--- src/rtl/self_attention_ctrl.sv ---
`default_nettype none
// ============================================================================
// Module   : self_attention_ctrl
// Brief    : Tile sequencer for one self-attention head pass. Clears and feeds
//            the matmul array, waits for its results, then launches B2R.
// Revision : 1.0  initial release
// ============================================================================
module self_attention_ctrl #(
    parameter int INNER_STEPS = 4,
    parameter int NUM_TILES   = 8,
    parameter int TIMEOUT     = 1024
) (
    input  logic                         clk,
    input  logic                         rst,
    input  logic                         start,
    input  logic                         abort,
    input  logic                         in_data_valid,
    input  logic                         acc_done,
    input  logic                         sys_finish,
    input  logic                         shift_out_valid,
    input  logic                         b2r_ready,
    input  logic                         b2r_done,
    output logic                         mm_rst_n,
    output logic                         mm_en,
    output logic                         mm_reset_acc,
    output logic                         in_data_rd,
    output logic                         b2r_start,
    output logic [$clog2(NUM_TILES)-1:0] tile_idx,
    output logic                         busy,
    output logic                         done,
    output logic                         err
);

    localparam int BEAT_W = $clog2(INNER_STEPS + 1);
    localparam int WDOG_W = $clog2(TIMEOUT + 1);
    localparam int TILE_W = $clog2(NUM_TILES);

    typedef enum logic [3:0] {
        S_IDLE       = 4'd0,
        S_CLR        = 4'd1,
        S_FEED       = 4'd2,
        S_WAIT_RES   = 4'd3,
        S_WAIT_SHIFT = 4'd4,
        S_B2R_REQ    = 4'd5,
        S_B2R_WAIT   = 4'd6,
        S_NEXT       = 4'd7,
        S_ERR        = 4'd8
    } state_t;

    state_t              r_state;
    state_t              w_next;
    logic [BEAT_W-1:0]   r_beatCnt;
    logic [WDOG_W-1:0]   r_wdog;
    logic [TILE_W-1:0]   r_tileIdx;
    logic                r_accSeen;
    logic                r_sysSeen;
    logic                r_shiftSeen;

    logic w_accAny;
    logic w_sysAny;
    logic w_shiftAny;
    logic w_lastBeat;
    logic w_lastTile;
    logic w_waitState;
    logic w_timeout;

    // Events landing in the current cycle count as seen, so a same-cycle pulse is never lost.
    assign w_accAny    = r_accSeen   | acc_done;
    assign w_sysAny    = r_sysSeen   | sys_finish;
    assign w_shiftAny  = r_shiftSeen | shift_out_valid;
    assign w_lastBeat  = (r_beatCnt == BEAT_W'(INNER_STEPS - 1));
    assign w_lastTile  = (r_tileIdx == TILE_W'(NUM_TILES - 1));
    assign w_waitState = (r_state == S_WAIT_RES) || (r_state == S_WAIT_SHIFT) ||
                         (r_state == S_B2R_WAIT);
    assign w_timeout   = w_waitState && (r_wdog == WDOG_W'(TIMEOUT - 1));

    always_comb begin
        w_next = r_state;
        case (r_state)
            S_IDLE:       if (start) w_next = S_CLR;
            S_CLR:        w_next = S_FEED;
            S_FEED:       if (in_data_valid && w_lastBeat) w_next = S_WAIT_RES;
            S_WAIT_RES: begin
                if (w_accAny && w_sysAny) w_next = S_WAIT_SHIFT;
                else if (w_timeout)       w_next = S_ERR;
            end
            S_WAIT_SHIFT: begin
                if (w_shiftAny)     w_next = S_B2R_REQ;
                else if (w_timeout) w_next = S_ERR;
            end
            S_B2R_REQ:    if (b2r_ready) w_next = S_B2R_WAIT;
            S_B2R_WAIT: begin
                if (b2r_done)       w_next = S_NEXT;
                else if (w_timeout) w_next = S_ERR;
            end
            S_NEXT:       w_next = w_lastTile ? S_IDLE : S_CLR;
            S_ERR:        w_next = S_ERR;
            default:      w_next = S_IDLE;
        endcase
        if (abort) w_next = S_IDLE;
    end

    always_comb begin
        mm_rst_n     = 1'b1;
        mm_en        = 1'b0;
        mm_reset_acc = 1'b0;
        in_data_rd   = 1'b0;
        b2r_start    = 1'b0;
        done         = 1'b0;
        err          = 1'b0;
        busy         = (r_state != S_IDLE) && (r_state != S_ERR);
        tile_idx     = r_tileIdx;
        case (r_state)
            S_CLR: begin
                mm_rst_n     = 1'b0;
                mm_reset_acc = 1'b1;
            end
            S_FEED: begin
                mm_en      = in_data_valid;
                in_data_rd = in_data_valid;
            end
            S_WAIT_RES: mm_en     = 1'b1;
            S_B2R_REQ:  b2r_start = b2r_ready && !abort;
            S_NEXT:     done      = w_lastTile && !abort;
            S_ERR: begin
                mm_rst_n = 1'b0;
                err      = 1'b1;
            end
            default: ;
        endcase
        if (rst) begin
            mm_rst_n     = 1'b0;
            mm_en        = 1'b0;
            mm_reset_acc = 1'b0;
            in_data_rd   = 1'b0;
            b2r_start    = 1'b0;
            done         = 1'b0;
            err          = 1'b0;
            busy         = 1'b0;
            tile_idx     = '0;
        end
    end

    always_ff @(posedge clk) begin
        if (rst) begin
            r_state     <= S_IDLE;
            r_beatCnt   <= '0;
            r_wdog      <= '0;
            r_tileIdx   <= '0;
            r_accSeen   <= 1'b0;
            r_sysSeen   <= 1'b0;
            r_shiftSeen <= 1'b0;
        end else begin
            r_state <= w_next;

            if (w_next != r_state)
                r_wdog <= '0;
            else if (w_waitState)
                r_wdog <= r_wdog + WDOG_W'(1);

            case (r_state)
                S_IDLE, S_CLR: begin
                    r_beatCnt   <= '0;
                    r_accSeen   <= 1'b0;
                    r_sysSeen   <= 1'b0;
                    r_shiftSeen <= 1'b0;
                end
                S_FEED, S_WAIT_RES, S_WAIT_SHIFT: begin
                    if (r_state == S_FEED && in_data_valid)
                        r_beatCnt <= r_beatCnt + BEAT_W'(1);
                    if (acc_done)        r_accSeen   <= 1'b1;
                    if (sys_finish)      r_sysSeen   <= 1'b1;
                    if (shift_out_valid) r_shiftSeen <= 1'b1;
                end
                default: ;
            endcase

            if (abort)
                r_tileIdx <= '0;
            else if (r_state == S_NEXT)
                r_tileIdx <= w_lastTile ? '0 : r_tileIdx + TILE_W'(1);
        end
    end

endmodule
`default_nettype wire

--- config.mk ---
export PLATFORM = sky130hd
export DESIGN_NAME = self_attention_ctrl
export DESIGN_NICKNAME = d
export VERILOG_FILES = /design/src/rtl/self_attention_ctrl.sv
export SDC_FILE = /design/constraint.sdc
export NUM_CORES = 1
export LEC_CHECK = 0
export ABC_AREA = 1
export CORE_MARGIN = 2
export CORE_UTILIZATION = 40
export DETAILED_ROUTE_END_ITERATION = 10
export PLACE_DENSITY = 0.67
export SLEW_MARGIN = 20
export SYNTH_ARGS = -nofsm -noshare
export SYNTH_HDL_FRONTEND = slang
export SYNTH_SLANG_ARGS = --single-unit
--- constraint.sdc ---
create_clock -name clk -period 2 [get_ports clk]
set_clock_uncertainty 0.05 [all_clocks]
set_input_delay 0.6 -clock clk [delete_from_list [all_inputs] [get_ports clk]]
set_output_delay 0.6 -clock clk [all_outputs]
set_load 0.005 [all_outputs]
==> results by group, run 1 <==
Global routing
  – Global-route wire length before repair: approximately 7000 um
  – Initial antenna violation count: 0
  – Largest net degree at the start of global routing: 15
  – Vias in the first global route: 1677
  – Total gr overflow: 0
  – GRT Total Usage: between 20% and 30%

Synth
  – Post-Syn Area: 0.00158 mm2
  – Count of cell types in the netlist: 27
  – Net Count, Synth: about 260
  – Cell count after synthesis: ~240
  – Seq/Total Area, Yosys: between 30 and 40%
  – Synthesized area per cell: approximately 6.5 um2
  – Seq cells post-synth: 24
  – Synth warn: 0

Layout
  – Antenna diodes: 0
  – Area Growth Syn to Fin: 63.5%
  – Fin util: between 60% and 70%
  – Final Instance Area: between 0.002 and 0.003 mm2
  – Share of layout cells above drive strength 1: 42.7%
  – Layout net count: approximately 340
  – Final Non-Filler Cells: 376

Floorplanning
  – Die H: 66.8 um
  – Die area: 0.00446 mm2
  – Top Ports: 21
  – Die width: roughly 67 um
  – CORE AREA: approximately 0.0037 mm2
  – Initial Util: a little over two fifths
  – Rows: 22

Status
  – Status: complete, but fails checks
  – Failing checks: setup timing

CTS
  – Clk_lat worst skew: between 0.2 and 0.3 ns
  – Total CTS buffers: 3
  – CTS sink count: 24
  – Root buffer cell: clkbuf_8
  – CTS tree: done
  – Clock Tree Buf Depth: 2
  – Hold Buf Count CTS: 0
  – H-tree depth: 1
  – Reg clk slew, reported paths: 0.10 ns

Drt
  – 1st-iter DRT viols: 56
  – Vias/cell: about 4.7
  – Pre-antenna DRT Iters: 5
  – DRC: 0
  – Wire per inst: approximately 12 um
  – Antenna-violating nets left: 0
  – Via count: about 1800
  – Routed WL: ~4700 um

Hold path
  – HP Start: r_beatCnt[1]
  – Hold Path Sink: r_beatCnt[1]
  – Tightest Hold Check Type: reg -> reg
  – Hold Path Depth: 2

Placement
  – Port buffer count: 20
  – Setup WS pre-CTS: -0.638 ns
  – GP Congestion: approximately 0.85
  – Placed cells: roughly 360
  – Final HPWL DP: between 2000 and 3000 um
  – DP Area: ~0.0022 mm2

Timing
  – Slew headroom: between 80% and 90%
  – Period utilization: 100%
  – # setup viols final: 1
  – Fmax: roughly 500 MHz
  – WHS: ~0.42 ns
  – Max-slew violations: 0
  – Setup TNS: -0.00532 ns
  – Setup ws final: -0.00532 ns
  – Hold Fails Final Rpt: 0
  – RSZ-0062 raised after global routing: yes
  – Worst slew pin tran: between 0.2 and 0.25 ns
  – Min Tclk post-route: 2.01 ns

Job
  – Max-cap viol count: 0

Setup path
  – Worst setup EP type: output pin
  – Worst Setup Start Kind: flip-flop
  – Setup Crit Path Kind: reg -> out
  – Worst EP arrival: 1.36 ns
  – Worst-case reg-to-reg path depth: 15
  – Reg2reg end: r_wdog[9]
  – WP data required: 1.35 ns
  – R2r setup slk: around 0.020 ns
  – Reg-to-Reg Start: r_state[0]
  – Crit-path max FO: 4

Pwr
  – Leakage: 1.26 nW
  – Total power draw: approximately 1.1 mW
  – P per Cell Area: 425 mW/mm2
  – Max VDD drop: 0.357 mV
[flip-flops by register name (all words and copies together) (netlist names)]
name,count
r_sysSeen,1
r_shiftSeen,1
r_beatCnt,3
r_wdog,11
r_tileIdx,3
r_state,4
r_accSeen,1
[per-layer routing]
metal  part of all wire (%)  track usage [%]
met1                     43             23.2
met5                      0                0
met3                    2.5             4.39
met4                   0.94             7.40
met2                     54             38.9
[synth_stat cells, drive strengths merged]
cell	number	share of area, %
mux2i	1	0.64
a22oi	3	1.4
nand3	22	7.8
nor3	4	1.6
xnor2	1	0.56
xor2	8	4.4
dfxtp	24	31
a21oi	6	1.9
or2	1	0.40
nand4	3	1.2
a211oi	2	0.95
nor2	53	15
buf	1	0.71
ha	5	4.0
inv	42	10
nand2	58	15
clkbuf	3	1.4
o22ai	1	0.40
o21ai	6	1.9
[worst max path at each step]
stage	startpoint	to	cells past startpoint	slack, ns
3_5_place_dp	abort	done	5	-0.64
3_3_place_gp	abort	b2r_start	5	-0.63
6_report	r_state[1]	busy	6	-0.005
4_1_cts	r_state[1]	err	6	0.002
5_1_grt	sys_finish	r_wdog[9]	15	-0.08
2_1_floorplan	rst	busy	3	0.11
[layout make-up]
| cell class | count | area [um2] |
|---|---|---|
| clock buffer | 3 | 41.3 |
| clock inverter | 1 | 30.0 |
| fill | 303 | 1140 |
| inverter | 42 | 165 |
| multi-input combinational | 175 | 1100 |
| sequential | 24 | 493 |
| tap | 48 | 60.1 |
| timing repair buffer | 83 | 684 |
[report_power, final]
| group | leakage (nW) | switching (mW) | internal [mW] | total [mW] |
|---|---|---|---|---|
| Combinational | 1.03 | 0.0875 | 0.0823 | 0.170 |
| Clock | 0.0357 | 0.177 | 0.268 | 0.445 |
| Sequential | 0.196 | 0.00293 | 0.476 | 0.479 |
[placed cells by master (no fill, tap or decap), types with 3 or more instances in the layout]
master / synthesis / layout
dlygate4sd2_1: 0 / 10
inv_4: 0 / 3
nor2_2: 10 / 12
nand3_2: 0 / 4
a21oi_1: 6 / 5
clkbuf_8: 1 / 3
nand2_2: 5 / 12
inv_1: 40 / 35
ha_1: 5 / 5
buf_2: 0 / 5
dfxtp_1: 24 / 20
nor2_4: 2 / 10
a22oi_1: 3 / 3
nand2_4: 1 / 6
o21ai_0: 6 / 3
nand4_1: 3 / 3
nand3_1: 21 / 17
xor2_1: 8 / 7
nand2_1: 52 / 40
nor2_1: 41 / 31
buf_6: 1 / 6
inv_2: 2 / 4
dfxtp_4: 0 / 3
buf_4: 0 / 55
[logic make-up after synthesis]
kind of cell / after synthesis / share of synthesized area (%)
buffers and inverters: 46 / 12.1
adders and majority gates: 5 / 3.97
muxes: 1 / 0.635
xor gates and xnor gates: 9 / 5.00
AOI/OAI and AO/OA: 18 / 6.59
DFF: 24 / 30.5
and+or+nand+nor: 141 / 41.2
[repair_timing]
item,in CTS,in global routing
buffers inserted,11,4
pin swaps,16,17
gates cloned,2,0
gates resized for setup,70,45
setup endpoints to repair,22,20
[worst max-delay path, stage by stage (launching register included)]
cell	delay, ns
dfxtp_2	0.35
inv_4	0.10
nand2_4	0.06
nor2_4	0.16
buf_6	0.12
nor2_1	0.03
dlygate4sd2_1	0.25
Power figures use the tool's default switching activity.
==> inputs of run 2 (changes only) <==
Clock period 2 ns to 2.1 ns, I/O delays scaled along.
==> run 2 against run 1 <==
The run now ends clean. Worst setup slack improved by 0.059 ns. Sequential power decreased by 4.6%. Die area did not move. Global-route usage down 0.34 points. First-iteration DRC count shrank 27%. Via count shrank 4.8%. Critical path depth fell by 2. Sequential share of layout area grew 1.4 points.
==> results by group, run 2 (synthesis results as in run 1) <==
Status
  – Status: complete, no violations

Pwr
  – Leakage: 1.18 nW (-6.2%)
  – P per Cell Area: 422 mW/mm2 (-0.68%)
  – Total power draw: 1.01 mW (-7.7%)
  – Max VDD drop: 0.356 mV (-0.14%)

Timing
  – Fmax: 489 MHz
  – Hold Fails Final Rpt: 0 (unchanged)
  – Period utilization: around 97%
  – Min Tclk post-route: slightly above 2 ns
  – Max-slew violations: 0 (unchanged)
  – Worst slew pin tran: 0.242 ns (-0.00188 ns)
  – Slew headroom: 83.8% (+0.13 points)
  – # setup viols final: 0 (-1)
  – WHS: 0.431 ns (+0.0104 ns)

Setup path
  – Reg-to-Reg Start: r_state[1]
  – Worst Setup Start Kind: input port
  – CP Buf/Inv Count: 3 (unchanged)
  – Worst path slowest cell: clkdlybuf4s15_2
  – Worst EP arrival: 1.37 ns (about the same)
  – Worst setup EP type: output pin
  – Crit-path max FO: 10 (+6)
  – Setup Crit Path Kind: in -> out
  – Crit-path cells: clkdlybuf4s15_2 -> buf_8 -> nor2_1 -> dlygate4sd2_1
  – Worst path max stage delay: 0.24 ns (-0.11 ns)
  – Worst Setup SP: rst
  – Delay-heaviest family, CP: buffers and inverters
  – WP data required: 1.42 ns (+0.07 ns)

Layout
  – Share of layout cells above drive strength 1: 35.7% (-7.0 points)
  – Layout net count: 327 (-4.9%)
  – Filler Cell Count: 345 (+14%)
  – Final Non-Filler Cells: 359 (-4.5%)
  – Area Growth Syn to Fin: 52.0%
  – Commonest non-fill, non-tap cell in the layout: nand2_1
  – Most flop-heavy register: r_wdog
  – Antenna diodes: 0 (unchanged)
  – Max FFs per register: 11 (unchanged)
  – Fin util: 64.4% (-4.9 points)
  – Largest regs: r_wdog: 11 flops, r_state: 4 flops
  – Most frequent cells in the layout: nand2_1 (44), buf_4 (41), inv_1 (35), nor2_1 (34), dfxtp_1 (20)

CTS
  – Reg clk slew, reported paths: 0.09 ns (about the same)
  – CTS tree: done
  – H-tree depth: 1 (unchanged)
  – Hold Buf Count CTS: 0 (unchanged)
  – Clock Tree Buf Depth: 2 (unchanged)
  – Clk_lat worst skew: 0.27 ns (about the same)
  – Root buffer cell: clkbuf_8
  – CTS sink count: 24 (unchanged)
  – Total CTS buffers: 3 (unchanged)

Drt
  – Vias/cell: 4.73 (-0.26%)
  – 1st-iter DRT viols: 41 (-27%)
  – Pre-antenna DRT Iters: 4 (-1)
  – Wire per inst: 11.6 um (-6.4%)
  – DRC: 0 (unchanged)
  – Antenna-violating nets left: 0 (unchanged)
  – Routed WL: 4170 um (-11%)
  – Via count: 1698 (-4.8%)

Job
  – Max-cap viol count: 0 (unchanged)

Global routing
  – Largest net degree at the start of global routing: 15 (unchanged)
  – GRT Total Usage: 20.6% (-0.34 points)
  – Total gr overflow: 0 (unchanged)
  – Initial antenna violation count: 0 (unchanged)
  – Vias in the first global route: 1632 (-2.7%)
  – Global-route wire length before repair: 6980 um (-1.6%)

Floorplanning
  – Die H: 66.8 um (unchanged)
  – Initial Util: 42.4% (unchanged)
  – Top Ports: 21 (unchanged)
  – Rows: 22 (unchanged)
  – CORE AREA: 0.00372 mm2 (unchanged)
  – Die width: 66.8 um (unchanged)
  – Die area: 0.00446 mm2 (unchanged)

Placement
  – GP Congestion: 0.826 (-2.3%)
  – Port buffer count: 20 (unchanged)
  – Final HPWL DP: 2710 um (-3.0%)
  – Placed cells: 340 (-4.2%)

Hold path
  – Tightest Hold Check Type: reg -> reg
  – HP Start: r_beatCnt[1]
run 2: cell types whose count changed in the layout (fill, tap and decap cells not counted), sizes merged:
| cell | change |
|---|---|
| buf | -18 |
| clkbuf | -2 |
| dlygate4sd2 | +1 |
| dlymetal6s2s | +2 |
run 2: worst min-delay path, stage by stage, from the launching register on:
cell	delay [ns]
dfxtp_1	0.33
nand2_1	0.07
a21oi_1	0.05
run 2: cell type report:
class | count | area [um2] | share of cell area (%)
flip-flops and latches | 24 | 493 | 20.6
inverters | 42 | 165 | 6.90
clock buffers | 3 | 41.3 | 1.72
multi-input cells | 175 | 1040 | 43.5
well taps | 48 | 60.1 | 2.51
repair buffers | 66 | 564 | 23.6
clock inverters | 1 | 30.0 | 1.25
run 2: path summary, 6_finish.rpt:
kind             endpoint  slack (ns)  depth (start not counted)
max              mm_rst_n        0.05                          4
min          r_beatCnt[1]        0.43                          2
max reg2reg     r_wdog[4]        0.12                         16
min reg2reg  r_beatCnt[1]        0.43                          2
run 2: where the power goes:
part           switching, mW  internal, mW  total (mW)
clock                  0.163         0.255       0.418
combinational         0.0717        0.0636       0.135
sequential           0.00277         0.454       0.457
run 2: what timing repair did:
item / 4_1_cts / 5_1_grt
buffers inserted: 12 / 2
gates cloned: 2 / 0
resized for setup: 56 / 35
setup endpoints to repair: 22 / 18
pin swaps: 14 / 18
run 2: per-layer routing:
| metal | track usage, % | wire length [um] | up-vias |
|---|---|---|---|
| li1 | - | - | 888 |
| met1 | 24.4 | 1870 | 779 |
| met2 | 37.0 | 2090 | 25 |
| met3 | 4.56 | 137 | 6 |
| met4 | 5.61 | 66 | 0 |
| met5 | 0 | 0 | - |
run 2: metrics by stage:
step	TNS (ns)	cell area, um2	setup slack [ns]
2_1_floorplan	0	1580	0.150
3_3_place_gp	-10.29	2040	-0.601
3_5_place_dp	-10.56	2040	-0.614
4_1_cts	0	2280	0.00243
5_1_grt	-0.00568	2390	-0.00391
6_report	0	2390	0.0541
